### config.mk
export PLATFORM = sky130hd
export DESIGN_NAME = fp_mult_pipe
export DESIGN_NICKNAME = d
export VERILOG_FILES = /design/src/rtl/fp_pkg.sv /design/src/rtl/fp_unpack.sv /design/src/rtl/fp_mult_pipe.sv
export SDC_FILE = /design/constraint.sdc
export NUM_CORES = 2
export LEC_CHECK = 0
export CAP_MARGIN = 20
export CELL_PAD_IN_SITES_DETAIL_PLACEMENT = 0
export CELL_PAD_IN_SITES_GLOBAL_PLACEMENT = 1
export CORE_UTILIZATION = 35
export DETAILED_ROUTE_END_ITERATION = 7
export DONT_BUFFER_PORTS = 1
export PLACE_DENSITY_LB_ADDON = 0.1
export SLEW_MARGIN = 20
export SYNTH_ARGS = -nofsm -noshare
export SYNTH_HDL_FRONTEND = slang
export SYNTH_SLANG_ARGS = --single-unit
### constraint.sdc
create_clock -name clk -period 17.7 [get_ports clk]
set_clock_uncertainty 0.1 [all_clocks]
set_input_delay 5.31 -clock clk [delete_from_list [all_inputs] [get_ports clk]]
set_output_delay 5.31 -clock clk [all_outputs]
set_load 0.02 [all_outputs]
### src/rtl/fp_pkg.sv
// fp_pkg: shared types and helpers for the float multiplier datapath.
// Operand class encoding, flag bundle layout, bias and qNaN builders.
package fp_pkg;

  localparam int FP_MAX_W = 64;

  typedef enum logic [1:0] {
    FP_ZERO,
    FP_NORM,
    FP_INF,
    FP_NAN
  } fp_class_t;

  typedef struct packed {
    logic invalid;
    logic overflow;
    logic underflow;
    logic inexact;
  } fp_flags_t;

  function automatic int fp_bias(input int ew);
    return (1 << (ew - 1)) - 1;
  endfunction

  // Canonical quiet NaN: sign 0, exponent all ones, fraction MSB only.
  function automatic logic [FP_MAX_W-1:0] fp_qnan(
    input int ew,
    input int mw
  );
    logic [FP_MAX_W-1:0] one;
    one = FP_MAX_W'(1);
    return (((one << ew) - one) << mw) | (one << (mw - 1));
  endfunction

endpackage

### src/rtl/fp_unpack.sv
// fp_unpack: combinational operand classifier for the float multiplier.
// Ports: word in; sign, expo, sig (hidden bit included), cls out.
module fp_unpack
  import fp_pkg::*;
#(
  parameter int EXP_W = 8,
  parameter int MAN_W = 23
) (
  input  logic [EXP_W+MAN_W:0] word,
  output logic                 sign,
  output logic [EXP_W-1:0]     expo,
  output logic [MAN_W:0]       sig,
  output logic [1:0]           cls
);

  logic [MAN_W-1:0] frac;
  fp_class_t        c;

  assign sign = word[EXP_W+MAN_W];
  assign expo = word[EXP_W+MAN_W-1:MAN_W];
  assign frac = word[MAN_W-1:0];

  // Subnormals are flushed: they classify as zero and keep their sign.
  always_comb begin
    c   = FP_NORM;
    sig = {1'b1, frac};
    if (expo == '0) begin
      c   = FP_ZERO;
      sig = '0;
    end else if (&expo) begin
      if (frac == '0) begin
        c = FP_INF;
      end else begin
        c = FP_NAN;
      end
    end
  end

  assign cls = c;

endmodule

### src/rtl/fp_mult_pipe.sv
// fp_mult_pipe: 3-stage IEEE-754-style multiplier, RNE, valid/ready.
// Ports: clk, rst_n, in_valid/in_ready/a/b, out_valid/out_ready/product/flags.
module fp_mult_pipe
  import fp_pkg::*;
#(
  parameter int EXP_W = 8,
  parameter int MAN_W = 23,
  parameter int FP_W  = 1 + EXP_W + MAN_W
) (
  input  logic            clk,
  input  logic            rst_n,
  input  logic            in_valid,
  output logic            in_ready,
  input  logic [FP_W-1:0] a,
  input  logic [FP_W-1:0] b,
  output logic            out_valid,
  input  logic            out_ready,
  output logic [FP_W-1:0] product,
  output logic [3:0]      flags
);

  localparam int EW2 = EXP_W + 2;
  localparam int SW  = MAN_W + 1;
  localparam int PW  = 2 * SW;

  localparam logic signed [EW2-1:0] BIAS =
    EW2'(fp_bias(EXP_W));
  localparam logic signed [EW2-1:0] EMAX =
    EW2'((1 << EXP_W) - 1);
  localparam logic [FP_W-1:0] QNAN =
    FP_W'(fp_qnan(EXP_W, MAN_W));

  typedef struct packed {
    logic                  sign;
    fp_class_t             cls;
    logic signed [EW2-1:0] expo;
    logic [SW-1:0]         siga;
    logic [SW-1:0]         sigb;
  } s1_t;

  typedef struct packed {
    logic                  sign;
    fp_class_t             cls;
    logic signed [EW2-1:0] expo;
    logic [PW-1:0]         prod;
  } s2_t;

  logic adv;
  logic take;

  // One shared enable: the whole pipe moves or the whole pipe holds.
  assign adv      = !out_valid || out_ready;
  assign in_ready = adv;
  assign take     = in_valid && adv;

  logic             sa, sb;
  logic [EXP_W-1:0] ea, eb;
  logic [SW-1:0]    ma, mb;
  logic [1:0]       ca_w, cb_w;

  fp_unpack #(.EXP_W(EXP_W), .MAN_W(MAN_W)) u_a (
    .word (a),
    .sign (sa),
    .expo (ea),
    .sig  (ma),
    .cls  (ca_w)
  );

  fp_unpack #(.EXP_W(EXP_W), .MAN_W(MAN_W)) u_b (
    .word (b),
    .sign (sb),
    .expo (eb),
    .sig  (mb),
    .cls  (cb_w)
  );

  fp_class_t ca, cb;
  s1_t       s1_d, s1_q;
  logic      s1_v;
  s2_t       s2_d, s2_q;
  logic      s2_v;

  // The result class folds both operands with NaN > inf > zero priority.
  always_comb begin
    ca        = fp_class_t'(ca_w);
    cb        = fp_class_t'(cb_w);
    s1_d      = '0;
    s1_d.sign = sa ^ sb;
    s1_d.expo = $signed({2'b00, ea})
              + $signed({2'b00, eb}) - BIAS;
    s1_d.siga = ma;
    s1_d.sigb = mb;
    if (ca == FP_NAN || cb == FP_NAN ||
        (ca == FP_INF && cb == FP_ZERO) ||
        (ca == FP_ZERO && cb == FP_INF)) begin
      s1_d.cls = FP_NAN;
    end else if (ca == FP_INF || cb == FP_INF) begin
      s1_d.cls = FP_INF;
    end else if (ca == FP_ZERO || cb == FP_ZERO) begin
      s1_d.cls = FP_ZERO;
    end else begin
      s1_d.cls = FP_NORM;
    end
  end

  always_comb begin
    s2_d      = '0;
    s2_d.sign = s1_q.sign;
    s2_d.cls  = s1_q.cls;
    s2_d.expo = s1_q.expo;
    s2_d.prod = PW'(s1_q.siga) * PW'(s1_q.sigb);
  end

  logic                  msb, guard, sticky;
  logic                  lsb, inc, carry;
  logic [PW-1:0]         norm;
  logic [SW-1:0]         keep;
  logic [SW:0]           rnd;
  logic [MAN_W-1:0]      frac;
  logic signed [EW2-1:0] efin;
  logic                  ovf, unf;
  logic [FP_W-1:0]       res;
  fp_flags_t             fl, flags_q;

  // Product lies in [1,4): left-align so the leading 1 sits at the MSB.
  always_comb begin
    msb    = s2_q.prod[PW-1];
    norm   = msb ? s2_q.prod : (s2_q.prod << 1);
    keep   = norm[PW-1:MAN_W+1];
    guard  = norm[MAN_W];
    sticky = |norm[MAN_W-1:0];
    lsb    = keep[0];
    inc    = guard && (sticky || lsb);
    rnd    = {1'b0, keep} + (SW+1)'(inc);
    carry  = rnd[SW];
    frac   = carry ? rnd[MAN_W:1] : rnd[MAN_W-1:0];
    efin   = s2_q.expo
           + $signed({{(EW2-1){1'b0}}, msb})
           + $signed({{(EW2-1){1'b0}}, carry});
    ovf    = (efin >= EMAX);
    unf    = efin[EW2-1] || (efin == '0);
    res    = '0;
    fl     = '0;
    unique case (s2_q.cls)
      FP_NAN: begin
        res        = QNAN;
        fl.invalid = 1'b1;
      end
      FP_INF: begin
        res = {s2_q.sign, {EXP_W{1'b1}}, {MAN_W{1'b0}}};
      end
      FP_ZERO: begin
        res = {s2_q.sign, {(FP_W-1){1'b0}}};
      end
      default: begin
        if (ovf) begin
          res         = {s2_q.sign, {EXP_W{1'b1}},
                         {MAN_W{1'b0}}};
          fl.overflow = 1'b1;
          fl.inexact  = 1'b1;
        end else if (unf) begin
          res          = {s2_q.sign, {(FP_W-1){1'b0}}};
          fl.underflow = 1'b1;
          fl.inexact   = 1'b1;
        end else begin
          res        = {s2_q.sign, efin[EXP_W-1:0], frac};
          fl.inexact = guard || sticky;
        end
      end
    endcase
  end

  always_ff @(posedge clk) begin
    if (!rst_n) begin
      s1_v      <= 1'b0;
      s1_q      <= '0;
      s2_v      <= 1'b0;
      s2_q      <= '0;
      out_valid <= 1'b0;
      product   <= '0;
      flags_q   <= '0;
    end else if (adv) begin
      s1_v <= take;
      if (take) begin
        s1_q <= s1_d;
      end
      s2_v <= s1_v;
      if (s1_v) begin
        s2_q <= s2_d;
      end
      out_valid <= s2_v;
      if (s2_v) begin
        product <= res;
        flags_q <= fl;
      end
    end
  end

  assign flags = flags_q;

endmodule

==> results by group <==
Run status
  – Status: finished clean

Synthesis
  – Count of flip-flops with a built-in enable after synthesis: 0
  – Synth Warn #: 0
  – Portion of the post-synthesis area used by sequential elements: 12.07%
  – Register bit total from synthesis: 161
  – Synthesized instance count: 3171
  – Area share of the leading cell type in the synthesized netlist: 36.28%
  – Number of distinct library cells after synthesis: 73
  – Count leader, synth: inv_1
  – Share of async-settable or async-resettable flops after synthesis: 0%
  – Average cell area after synthesis: 8.423 µm²
  – Synthesized cell area: 26710 µm²
  – Most frequent cells after synthesis: inv_1, nand2_1, fa_1, and2_1, ha_1
  – Main area contributors after synthesis: fa_1, dfxtp_1, ha_1, inv_1, nand2_1
  – Area leader, netlist: fa_1
  – Syn_nets: 3915
  – Most instantiated flip-flop cell in the synthesis netlist: dfxtp_1

Critical path
  – Kind of start point of the critical path: input port
  – Worst path slowest cell: inv_1
  – Critical path's top delay family: buffers and inverters
  – Largest incremental delay on the critical path: 0.24 ns
  – Signal arrival time at the worst endpoint: 5.77 ns
  – Crit Path Class: in2out
  – Chain of cells forming the critical path: nor2b_1, inv_1
  – Data required time of the worst path: 12.29 ns
  – Launch point of the worst reg-to-reg path: s1_q[29]
  – Startpoint of the most critical setup path: out_ready
  – Buf/Inv on CP: 1
  – Endpoint type of the worst setup path: output pin
  – Worst-path fanout max: 7

STA
  – Final Max Tran Viols: 0
  – Maximum clock rate: 89.45 MHz
  – Final hold violation count: 0
  – Final total negative setup slack: 0 ns
  – Worst setup margin: 6.520 ns
  – Period utilization: 63.16%
  – Unrepaired setup endpoints after global routing: false
  – Finish-stage setup viols: 0
  – Tightest slew margin relative to the limit: 27.81%
  – Transition time of the tightest slew-check pin: 1.080 ns
  – Smallest hold slack: 0.3532 ns
  – Min cycle time layout: 11.18 ns

Power
  – Power per cell area: 48.17 nW/µm²
  – Static leakage: 0.01322 µW
  – Maximum vdd drop: 0.07533 mV

CTS
  – Number of buffers created by CTS: 17
  – Root Buffer: clkbuf_16
  – Count of clock tree sinks: 161
  – Post CTS Setup Buffer Count: 0
  – Clk pin slew, worst setup/hold paths: 0.08 ns
  – Maximum level of the CTS H-tree: 4
  – TritonCTS clock tree: yes
  – Total of hold buffers inserted after clock tree synthesis: 0
  – Insertion delay of the later-clocked pin in the worst-skew pair: 0.48 ns
  – Maximum clock insertion buffer count: 2
  – Post-CTS Resized: 0

Routing
  – Iteration-0 DRC count of the detailed router: 1034
  – Final routed wire length divided by cell count: 18.90 µm
  – Total iterations of the first detailed-routing run: 5
  – Number of remaining DRC errors: 0
  – Number of nets with antenna violations after routing: 0
  – Final Routed Wirelength: 76340 µm
  – Via-per-instance ratio: 5.109
  – Number of vias after detailed routing: 20.64k

Placement
  – Number of buffers inserted by port buffering: 0
  – Final GP Congestion: 0.8272
  – Half-perimeter wire length after detailed placement: 61420 µm
  – Pre-CTS setup slack: 6.516 ns

Floorplanning
  – Starting density of the core: 35.64%
  – Die span in y: 278.2 µm
  – Die X: 278.2 µm
  – Die Footprint: 77420 µm²
  – Number of standard-cell rows in the floorplan: 100
  – Core area: 74950 µm²
  – Top Ports: 106

GRT
  – Leftover overflow at the end of global routing: 0
  – Wire length of the first global-routing pass: 125700 µm
  – Number of global-route vias before repair: 22.35k
  – Initial antenna violation count: 2
  – GR Util All Layers: 20.75%
  – Maximum number of pins on one net before global-route repair: 71

Run
  – Max-cap violation count: 0

Finish
  – Antenna Cells: 0
  – Number of nets in the final layout: 3801
  – Share of layout cells above drive strength 1: 3.583%
  – Final core utilization: 37.66%
  – Layout overhead on the synthesized area: 5.668%

Min path
  – Kind of path behind the tightest hold check: reg2reg
  – Min-Delay Startpoint: s2_q[7]
cell usage in the layout, fill, tap and decap left out, types with 35 or more instances in the layout:
cell type / count
buf_4: 56
o21ai_0: 48
xnor2_1: 43
nand4_1: 35
dfxtp_1: 159
and2_1: 294
fa_1: 484
inv_1: 575
nand3_1: 91
a21oi_1: 184
ha_1: 192
nor2_1: 69
nand2_1: 505
final cells by class:
cell class,instances,area [µm²]
Fill cell,7751,46720
Multi-Input combinational cell,2245,20590
Sequential cell,161,3226
Inverter,576,2165
Tap cell,969,1212
Clock buffer,17,425.4
Timing Repair Buffer,56,420.4
Clock inverter,15,187.7
registers in the layout (all words and copies together) (netlist names):
register / cells
out_valid: 1
product: 32
flags: 4
s1_v: 1
s2_q: 60
s2_v: 1
msb: 1
s1_q: 61
path summary, 6_finish.rpt:
path | end | slack (ns) | depth (start not counted)
setup reg to reg | s2_q[43] | 9.81 | 21
hold / removal | s2_q[7] | 0.35 | 2
setup / recovery | in_ready | 6.52 | 2
hold reg to reg | s2_q[7] | 0.35 | 2
layer usage:
metal	up-vias	track usage [%]	wire length [µm]
met1	10578	28.42	35400
met2	377	33.88	35980
li1	9619	-	-
met3	62	3.702	3678
met5	-	0	0
met4	0	4.902	1277
kinds of logic (layout without fill, tap and decap cells):
logic type / count (synthesis) / after routing / synth area share (%)
AO/OA/AOI/OAI: 402 / 402 / 9.369
flip-flops: 161 / 161 / 12.07
AND/OR/NAND/NOR: 1096 / 1096 / 19.99
adder cells (fa/ha/maj): 676 / 676 / 45.27
XOR/XNOR: 55 / 55 / 1.804
buffers and inverters: 765 / 664 / 10.88
multiplexers: 16 / 16 / 0.6136
per-stage QoR:
stage                     area (µm²)  cells  power [µW]
after floorplan                26710   3171       797.6
after global placement         27610   4007       988.2
final                          28220   4039        1359
after CTS                      28220   4039        1385
after global routing           28220   4039        1471
after detailed placement       27610   4007       983.9
where the power goes:
part	total, µW	leakage (µW)	internal (µW)	switching, µW
sequential	409	0.00131	382	26.4
combinational	569	0.0116	204	365
clock	381	0.000292	190	191
No activity file was read; power rests on OpenSTA's default activity.
